==> src/rtl/seven_seg_pkg.sv <==
// -----------------------------------------------------------------------------
// seven_seg_pkg
// Shared constants and types for the seven-segment scan driver.
//   NUM_DIGITS : number of display digits / scan slots
//   SEG_OFF    : active-low "all segments dark" pattern {g,f,e,d,c,b,a}
//   SEG_TABLE  : active-low segment patterns for hex digits 0..F
//   scan_state_t : scan FSM states (BLANK gap, DISPLAY window)
// -----------------------------------------------------------------------------
package seven_seg_pkg;

    localparam int NUM_DIGITS = 8;

    localparam logic [6:0] SEG_OFF = 7'h7F;

    // Index = digit value; bit 0 = segment a, bit 6 = segment g; 0 = lit.
    localparam logic [6:0] SEG_TABLE [16] = '{
        7'h40, 7'h79, 7'h24, 7'h30,   // 0 1 2 3
        7'h19, 7'h12, 7'h02, 7'h78,   // 4 5 6 7
        7'h00, 7'h10, 7'h08, 7'h03,   // 8 9 A b
        7'h46, 7'h21, 7'h06, 7'h0E    // C d E F
    };

    typedef enum logic {
        BLANK   = 1'b0,
        DISPLAY = 1'b1
    } scan_state_t;

endpackage

==> src/rtl/bcd_to_seg7.sv <==
// -----------------------------------------------------------------------------
// bcd_to_seg7
// Combinational 4-bit digit to active-low seven-segment decoder.
//   i_digit : 4-bit digit value (0..F)
//   o_seg   : active-low segments {g,f,e,d,c,b,a}
// -----------------------------------------------------------------------------
module bcd_to_seg7
    import seven_seg_pkg::*;
(
    input  logic [3:0] i_digit,
    output logic [6:0] o_seg
);

    assign o_seg = SEG_TABLE[i_digit];

endmodule

==> src/rtl/seven_seg_scan_driver.sv <==
// -----------------------------------------------------------------------------
// seven_seg_scan_driver
// Time-multiplexes an 8-digit display bus onto a common-anode seven-segment
// display. The bus is snapshotted once per frame so a frame never mixes old
// and new values; each slot starts with a blanking gap to suppress ghosting.
// BLANK_CYCLES must lie strictly between 0 and FREQ_HZ/SLOT_HZ.
//   clk          : system clock
//   reset        : synchronous active-high reset
//   digits_in    : 8 x 4-bit digits, [3:0] is the rightmost digit (slot 0)
//   digit_enable : bit k lights digit k
//   dp_enable    : bit k lights decimal point k (only when digit k is lit)
//   anode        : active-low digit select
//   cathode      : active-low segments {g,f,e,d,c,b,a}
//   dp           : active-low decimal point
//   frame_start  : one-cycle pulse marking the snapshot cycle
// -----------------------------------------------------------------------------
module seven_seg_scan_driver
    import seven_seg_pkg::*;
#(
    parameter int FREQ_HZ      = 100000000,
    parameter int SLOT_HZ      = 8000,
    parameter int BLANK_CYCLES = 1000
)(
    input  logic        clk,
    input  logic        reset,
    input  logic [31:0] digits_in,
    input  logic [7:0]  digit_enable,
    input  logic [7:0]  dp_enable,
    output logic [7:0]  anode,
    output logic [6:0]  cathode,
    output logic        dp,
    output logic        frame_start
);

    localparam int CYCLES_PER_SLOT = FREQ_HZ / SLOT_HZ;
    localparam int CNT_W           = $clog2(CYCLES_PER_SLOT);
    localparam logic [CNT_W-1:0] SLOT_LAST  = CNT_W'(CYCLES_PER_SLOT - 1);
    localparam logic [CNT_W-1:0] BLANK_LAST = CNT_W'(BLANK_CYCLES - 1);

    scan_state_t      r_state;
    logic [CNT_W-1:0] r_cnt;
    logic [2:0]       r_slot;
    logic [31:0]      r_snap_digits;
    logic [7:0]       r_snap_en;
    logic [7:0]       r_snap_dp;
    logic [7:0]       r_anode;
    logic [6:0]       r_cathode;
    logic             r_dp;
    logic             r_frame_start;

    logic [3:0]       w_slot_digit;
    logic [6:0]       w_slot_seg;
    logic [7:0]       w_sel;
    logic             w_frame_edge;

    // Digit select for the current slot, already gated by the snapshotted
    // enable map: at most one bit can be set since r_slot matches one index.
    generate
        for (genvar gi = 0; gi < NUM_DIGITS; gi++) begin : g_sel
            assign w_sel[gi] = (r_slot == 3'(gi)) && r_snap_en[gi];
        end
    endgenerate

    assign w_slot_digit = r_snap_digits[{r_slot, 2'b00} +: 4];

    bcd_to_seg7 u_dec (
        .i_digit (w_slot_digit),
        .o_seg   (w_slot_seg)
    );

    // First cycle of slot 0's blanking gap; also the state right after reset.
    assign w_frame_edge = (r_state == BLANK) && (r_slot == 3'd0) && (r_cnt == '0);

    always_ff @(posedge clk) begin
        if (reset) begin
            r_state       <= BLANK;
            r_cnt         <= '0;
            r_slot        <= 3'd0;
            r_snap_digits <= '0;
            r_snap_en     <= '0;
            r_snap_dp     <= '0;
            r_anode       <= 8'hFF;
            r_cathode     <= SEG_OFF;
            r_dp          <= 1'b1;
            r_frame_start <= 1'b0;
        end else begin
            r_frame_start <= w_frame_edge;
            if (w_frame_edge) begin
                r_snap_digits <= digits_in;
                r_snap_en     <= digit_enable;
                r_snap_dp     <= dp_enable;
            end

            case (r_state)
                BLANK: begin
                    r_anode   <= 8'hFF;
                    r_cathode <= SEG_OFF;
                    r_dp      <= 1'b1;
                    if (r_cnt == BLANK_LAST) begin
                        r_state <= DISPLAY;
                    end
                    r_cnt <= r_cnt + 1'b1;
                end
                DISPLAY: begin
                    // Disabled digits stay dark but still use their slot so
                    // every lit digit gets the same duty cycle.
                    r_anode   <= ~w_sel;
                    r_cathode <= (|w_sel) ? w_slot_seg : SEG_OFF;
                    r_dp      <= ~(|(w_sel & r_snap_dp));
                    if (r_cnt == SLOT_LAST) begin
                        r_state <= BLANK;
                        r_cnt   <= '0;
                        r_slot  <= r_slot + 3'd1;
                    end else begin
                        r_cnt <= r_cnt + 1'b1;
                    end
                end
                default: begin
                    r_state <= BLANK;
                    r_cnt   <= '0;
                end
            endcase
        end
    end

    assign anode       = r_anode;
    assign cathode     = r_cathode;
    assign dp          = r_dp;
    assign frame_start = r_frame_start;

endmodule
==> config.mk <==
export PLATFORM = sky130hd
export DESIGN_NAME = seven_seg_scan_driver
export DESIGN_NICKNAME = d
export VERILOG_FILES = /design/src/rtl/seven_seg_pkg.sv /design/src/rtl/bcd_to_seg7.sv /design/src/rtl/seven_seg_scan_driver.sv
export SDC_FILE = /design/constraint.sdc
export NUM_CORES = 1
export LEC_CHECK = 0
export CORE_UTILIZATION = 25
export DETAILED_ROUTE_END_ITERATION = 12
export GPL_ROUTABILITY_DRIVEN = 1
export PLACE_DENSITY = 0.43
export SYNTH_ARGS = -nofsm -noshare
export SYNTH_HDL_FRONTEND = slang
export SYNTH_SLANG_ARGS = --single-unit
==> constraint.sdc <==
create_clock -name clk -period 2.3 [get_ports clk]
set_input_delay 0.575 -clock clk [delete_from_list [all_inputs] [get_ports clk]]
set_output_delay 0.575 -clock clk [all_outputs]
set_load 0.01 [all_outputs]
==> results_dict.tcl, run 1 <==
set metrics [dict create \
    fmax_ghz 0.459 \
    via_per_inst 4.51 \
    proportion_of_register_bits_with_asynchronous_set_or_reset_after_synthesis_pct 0 \
    post-route-min-period_ns 2.18 \
    grt_overflow_total 0 \
    ff_latch_area_sq_um 1660 \
    timing.critical_path.buf_inv 2 \
    timing.final.crit_share_pct 94.7 \
    netlist_area_sq_um 3650 \
    grt_pass1_wl_mm 14.4 \
    unrepaired_setup_endpoints_after_global_routing "false" \
    worst_ep_required_ns 2.58 \
    crit_slowest_cell "sky130_fd_sc_hd__mux4_2" \
    layout_commonest_cell "sky130_fd_sc_hd__nand2_1" \
    floorplan.io_pins 67 \
    worst_clock_skew_ns 0.00871 \
    grt_pass1_vias 2900 \
    power.leakage_uw 0.00184 \
    synth.yosys.seq_area_share_pct 45.5 \
    power.net_switching_uw 861 \
    path_class "flop to flop" \
    whs_ns 0.438 \
    master_cell_of_the_clock_root_buffer "sky130_fd_sc_hd__clkbuf_16" \
    drc 0 \
    hp-start "r_snap_en[3]$_SDFFE_PP0P_" \
    worst_slew_pin_slew_ns 0.460 \
    tritoncts_clock_tree "yes" \
    die_area_sq_um 15100 \
    portBuffers 66 \
    die-width_um 123 \
    synth.ff_latch_count 83 \
    internal-power_uw 2590 \
    num-nets-final 555 \
    critPathCaptureType "flop" \
    power.share.switching_pct 25.0 \
    grt_usage_pct 12.5 \
    layout-drive-gt1-share_pct 11.9 \
    ys.warnings.count 0 \
    critPathMostFrequentCell "sky130_fd_sc_hd__buf_4" \
    synth.lib_cells_used.distinct 48 \
    postSynthCellCount 420 \
    insertion_delay_of_the_later_clocked_pin_in_the_worst_skew_pair_ns 0.34 \
    tns_ns 0 \
    drt-initial-drc-count 195 \
    detailroute.via_count 3052 \
    crit_path_max_fanout 4 \
    status "finished clean" \
    diodes 0 \
    hold_path_cells 1 \
    final_count_of_pins_violating_max_slew 0 \
    die_h_um 123 \
    critPathLaunchType "flop" \
    min_delay_worst_endpoint "anode[3]$_SDFF_PP1_" \
    synth_enable_flop_cells 0 \
    finalWeightedCongestion 0.816 \
    grt_antenna_before_repair 0 \
    critical_path_max_stage_delay_ns 0.50 \
    layout.cells.most_common_list "sky130_fd_sc_hd__nand2_1, sky130_fd_sc_hd__dfxtp_1, sky130_fd_sc_hd__clkdlybuf4s50_1, sky130_fd_sc_hd__a21oi_1, sky130_fd_sc_hd__nand3_1" \
    core_area_sq_um 14000 \
    hpwl_mm 6.38 \
    cell_family_with_the_largest_share_of_critical_path_delay "multiplexers" \
    area_delta_synth_final_pct 33.0 \
    finalHoldViolCount 0 \
    cts_sinks 83 \
    ff2ff_path_depth 8 \
    commonest_register_cell_after_synthesis "sky130_fd_sc_hd__dfxtp_1" \
    htreeDepth 3 \
    critical_path.reg2reg.startpoint "r_slot[0]$_SDFFE_PP0P_" \
    floorplan.initialDensity_pct 26.0 \
    powerDensity_nw_per_um2 711 \
    timing.critical_path.cells "buf_4, mux4_2, mux2i_2, buf_4, ha_1, nor3_1, a211oi_1, o21ai_1" \
    clk_pin_slew_ns 0.06 \
    max_slew_margin_pct 69.0 \
    grt_start_max_net_pins 33 \
    wire_per_inst_um 12.8 \
    route.final.wire_length_mm 8.70 \
    synth_fp_nets 483 \
    maximum_buffer_depth_of_the_clock_tree 2 \
    fillers 1450 \
    multi_input_comb_area_sq_um 1810 \
    crit-reg2reg-capture "cathode[3]$_SDFF_PP1_" \
    rrSetupSlack_ns 0.12 \
    crit_arrival_ns 2.45 \
    setup_viol_count_final 0 \
    drv_cap 0 \
    power_share_of_the_combinational_group_pct 13.4 \
    placementRows 43 \
    postRouteAntennaNets 0 \
    register_share_of_total_power_pct 45.9 \
    router_iterations_before_antenna_repair 4 \
    synth.avg_cell_area_sq_um 8.69 \
    cts_buffers 9 \
    timing.hold.worst.class "flop to flop" \
    clockPowerShare_pct 40.7 \
    vdd.ir_drop.worst_mv 0.330 \
]
## state kept, by name, summed over array words and instances, names as in the netlist
register       flops
r_snap_digits     32
r_cnt             14
anode              8
r_snap_dp          8
r_snap_en          8
cathode            7
r_slot             3
dp                 1
frame_start        1
r_state            1
## worst max path at each step
stage	startpoint	endpoint	cells after the start
2_1_floorplan	r_slot[0]$_SDFFE_PP0P_	cathode[3]$_SDFF_PP1_	9
3_3_place_gp	r_slot[0]$_SDFFE_PP0P_	cathode[3]$_SDFF_PP1_	9
3_5_place_dp	r_slot[0]$_SDFFE_PP0P_	cathode[3]$_SDFF_PP1_	9
4_1_cts	r_slot[0]$_SDFFE_PP0P_	cathode[3]$_SDFF_PP1_	9
5_1_grt	r_slot[0]$_SDFFE_PP0P_	cathode[3]$_SDFF_PP1_	8
6_report	r_slot[0]$_SDFFE_PP0P_	cathode[3]$_SDFF_PP1_	8
## kinds of logic (layout without fill, tap and decap cells)
group	after synthesis	count (layout)	synth area share [%]
flops	83	83	45.5
xor+xnor	13	13	3.12
buf+inv	35	112	5.35
simple gates	192	192	23.8
compound gates	69	69	11.3
mux	15	15	6.45
fa+ha+maj	13	13	4.46
## through the flow
step / setup slack, ns / std cells / cell area, sq um / total power (uW) / util, %
after floorplan: 0.0108 / 420 / 3650 / 1890 / -
after global placement: 0.111 / 661 / 4550 / 2080 / 32.4
after detailed placement: 0.0241 / 661 / 4550 / 2080 / 32.4
after CTS: 0.0288 / 677 / 4840 / 3500 / 34.4
after global routing: 0.0111 / 677 / 4850 / 3630 / 34.5
final: 0.122 / 677 / 4850 / 3450 / 34.5
## layout make-up
| type | count | area share, % |
|---|---|---|
| well taps | 180 | 4.64 |
| multi-input cells | 302 | 37.2 |
| repair buffers | 85 | 17.0 |
| inverters | 11 | 0.851 |
| flip-flops and latches | 83 | 34.3 |
| clock buffers | 12 | 4.87 |
| clock inverters | 4 | 1.06 |
## routing by layer
metal  global-route usage (%)  vias to the layer above  part of all wire, %
met2                     17.8                       67                   43
met4                     4.80                        0                  1.3
li1                         -                     1576                    -
met3                     3.16                        8                  4.2
met1                     17.9                     1401                   51
met5                        0                        -                    0
## Yosys cell counts (2+ instances only)
library cell	n	area, sq um
sky130_fd_sc_hd__nor3_1	6	30.0
sky130_fd_sc_hd__and2_1	2	12.5
sky130_fd_sc_hd__o221ai_1	4	35.0
sky130_fd_sc_hd__nand3_1	22	110
sky130_fd_sc_hd__o21ai_0	2	10.0
sky130_fd_sc_hd__ha_1	13	163
sky130_fd_sc_hd__nand2_1	108	405
sky130_fd_sc_hd__buf_6	5	56.3
sky130_fd_sc_hd__buf_2	8	40.0
sky130_fd_sc_hd__a211oi_1	3	22.5
sky130_fd_sc_hd__xor2_1	5	43.8
sky130_fd_sc_hd__nor2_2	10	62.6
sky130_fd_sc_hd__a21oi_1	49	245
sky130_fd_sc_hd__mux2_2	2	22.5
sky130_fd_sc_hd__nand4_1	7	43.8
sky130_fd_sc_hd__xnor2_1	8	70.1
sky130_fd_sc_hd__nand2b_1	2	12.5
sky130_fd_sc_hd__nor2b_1	2	12.5
sky130_fd_sc_hd__nor2_1	17	63.8
sky130_fd_sc_hd__a222oi_1	3	30.0
sky130_fd_sc_hd__mux4_1	2	52.6
sky130_fd_sc_hd__clkbuf_1	8	30.0
sky130_fd_sc_hd__inv_1	10	37.5
sky130_fd_sc_hd__mux4_2	4	90.1
sky130_fd_sc_hd__mux2i_1	7	70.1
sky130_fd_sc_hd__nor4b_1	2	17.5
sky130_fd_sc_hd__dfxtp_1	83	1660
sky130_fd_sc_hd__and3_1	6	37.5
## repair_timing
item	4_1_cts	5_1_grt
endpoints found under the setup margin	0	20
resized for setup	0	6
buffers inserted	0	0
hold buffers	0	0
## worst register-to-register path, cell delays in order (launching register included)
cell	delay, ns
sky130_fd_sc_hd__dfxtp_2	0.38
sky130_fd_sc_hd__buf_4	0.15
sky130_fd_sc_hd__mux4_2	0.50
sky130_fd_sc_hd__mux2i_2	0.22
sky130_fd_sc_hd__buf_4	0.17
sky130_fd_sc_hd__ha_1	0.23
sky130_fd_sc_hd__nor3_1	0.27
sky130_fd_sc_hd__a211oi_1	0.09
sky130_fd_sc_hd__o21ai_1	0.11
## power by group through the flow
stage,Combinational (uW),Sequential (uW),Clock (uW)
6_report,462,1580,1410
5_1_grt,519,1590,1510
4_1_cts,469,1580,1450
3_5_place_dp,467,1610,0
3_3_place_gp,464,1620,0
2_1_floorplan,299,1590,0
Note: power is estimated with default switching activity, not from simulation.
==> run 2: changes to the inputs <==
--- a/config.mk
+++ b/config.mk
@@ -9,6 +9,7 @@
 export DETAILED_ROUTE_END_ITERATION = 12
 export GPL_ROUTABILITY_DRIVEN = 1
 export PLACE_DENSITY = 0.43
+export SETUP_SLACK_MARGIN = 0.1
 export SYNTH_ARGS = -nofsm -noshare
 export SYNTH_HDL_FRONTEND = slang
 export SYNTH_SLANG_ARGS = --single-unit
==> results_dict.tcl, run 2 (synthesis results as in run 1) <==
set metrics [dict create \
    status "finished clean" \
    die-width_um 123 \
    tritoncts_clock_tree "yes" \
    unrepaired_setup_endpoints_after_global_routing "true" \
    layout_commonest_cell "sky130_fd_sc_hd__nand2_1" \
    htreeDepth 3 \
    master_cell_of_the_clock_root_buffer "sky130_fd_sc_hd__clkbuf_16" \
    drc 0 \
    area_delta_synth_final_pct 34.6 \
    tns_ns 0 \
    crit_arrival_ns 2.25 \
    postRouteAntennaNets 0 \
    largest_register "r_snap_digits" \
    worst_slew_pin_slew_ns 0.756 \
    critPathLaunchType "flop" \
    biggestRegsByFlops "r_snap_digits: 32 flops, r_cnt: 14 flops" \
    cts_sinks 83 \
    via_per_inst 4.56 \
    floorplan.initialDensity_pct 26.0 \
    worst_clock_skew_ns 0.00737 \
    hpwl_mm 6.48 \
    grt_usage_pct 12.6 \
    core_area_sq_um 14000 \
    wire_per_inst_um 13.5 \
    grt_overflow_total 0 \
    layout.cells.most_common_list "sky130_fd_sc_hd__nand2_1, sky130_fd_sc_hd__dfxtp_1, sky130_fd_sc_hd__clkdlybuf4s50_1, sky130_fd_sc_hd__a21oi_1, sky130_fd_sc_hd__nand3_1" \
    insertion_delay_of_the_later_clocked_pin_in_the_worst_skew_pair_ns 0.34 \
    timing.hold.worst.class "flop to flop" \
    diodes 0 \
    num-nets-final 555 \
    die_area_sq_um 15100 \
    power.leakage_uw 0.00186 \
    max_slew_margin_pct 49.1 \
    timing.final.crit_share_pct 89.3 \
    setup_viol_count_final 0 \
    detailroute.via_count 3089 \
    finalWeightedCongestion 0.789 \
    critPathCaptureType "flop" \
    crit_path_max_fanout 8 \
    largest_register_ffs 32 \
    grt_pass1_vias 3004 \
    floorplan.io_pins 67 \
    placementRows 43 \
    finalHoldViolCount 0 \
    drt-initial-drc-count 195 \
    grt_antenna_before_repair 0 \
    layout-drive-gt1-share_pct 12.3 \
    grt_pass1_wl_mm 14.7 \
    vdd.ir_drop.worst_mv 0.376 \
    drv_cap 0 \
    route.final.wire_length_mm 9.12 \
    maximum_buffer_depth_of_the_clock_tree 2 \
    clk_pin_slew_ns 0.06 \
    router_iterations_before_antenna_repair 4 \
    powerDensity_nw_per_um2 744 \
    path_class "flop to flop" \
    grt_start_max_net_pins 37 \
    portBuffers 66 \
    die_h_um 123 \
    post-route-min-period_ns 2.05 \
    total_power_consumption_of_the_routed_design_uw 3660 \
    final_count_of_pins_violating_max_slew 0 \
    post_cts_hold_buffer_count 0 \
    cts_buffers 9 \
    fmax_ghz 0.487 \
    fillers 1473 \
    worst_ep_required_ns 2.50 \
]
[run 2: layout make-up]
type | instances | area, sq um | area share, %
Inverter | 11 | 41.3 | 0.841
Clock buffer | 12 | 256 | 5.22
Tap cell | 180 | 225 | 4.59
Timing Repair Buffer | 85 | 845 | 17.2
Clock inverter | 4 | 72.6 | 1.48
Multi-Input combinational cell | 302 | 1810 | 36.8
Sequential cell | 83 | 1670 | 33.9
[run 2: final timing paths]
kind / slack (ns) / depth (start not counted) / endpoint / startpoint
max: 0.25 / 9 / cathode[3]$_SDFF_PP1_ / r_slot[0]$_SDFFE_PP0P_
min: 0.44 / 1 / anode[1]$_SDFF_PP1_ / r_snap_en[1]$_SDFFE_PP0P_
max reg2reg: 0.25 / 9 / cathode[3]$_SDFF_PP1_ / r_slot[0]$_SDFFE_PP0P_
min reg2reg: 0.44 / 1 / anode[1]$_SDFF_PP1_ / r_snap_en[1]$_SDFFE_PP0P_
[run 2: timing repair]
action / CTS / global route
setup endpoints to repair: 1 / 40
hold endpoints to repair: 0 / 0
gates cloned: 0 / 1
setup buffers: 0 / 1
pin swaps: 0 / 2
gates resized for setup: 1 / 7
[run 2: where the power goes]
group | internal (uW) | total [uW] | switching [uW] | leakage (uW)
logic | 239 | 489 | 250 | 0.00102
clock network | 1010 | 1590 | 576 | 0.000159
registers | 1520 | 1580 | 58.1 | 0.000680
[run 2: layer usage]
layer	up-vias	global-route usage (%)	part of all wire, %
li1	1579	-	-
met1	1435	17.6	50
met4	0	5.03	1.2
met2	65	18.8	44
met3	10	2.88	4.7
met5	-	0	0
[run 2: through the flow]
| step | util, % | area (sq um) | std cells | hold slack, ns | worst slack, ns |
|---|---|---|---|---|---|
| after global routing | 35.0 | 4910 | 677 | 0.451 | 0.0785 |
| after global placement | 32.3 | 4530 | 659 | 0.434 | 0.135 |
| final | 35.0 | 4910 | 677 | 0.444 | 0.247 |
| after detailed placement | 32.3 | 4530 | 659 | 0.423 | 0.0883 |
| after CTS | 34.6 | 4860 | 675 | 0.438 | 0.156 |
| after floorplan | - | 3650 | 420 | 0.394 | 0.114 |
[run 2: worst max-delay path: stages, from the launching register on]
cell and delay, ns:
sky130_fd_sc_hd__dfxtp_4 0.42, sky130_fd_sc_hd__mux4_2 0.54, sky130_fd_sc_hd__nand2_1 0.08, sky130_fd_sc_hd__and2_1 0.15, sky130_fd_sc_hd__inv_1 0.09, sky130_fd_sc_hd__ha_1 0.24
sky130_fd_sc_hd__inv_1 0.07, sky130_fd_sc_hd__nor3_1 0.05, sky130_fd_sc_hd__a211oi_1 0.19, sky130_fd_sc_hd__o21ai_1 0.09
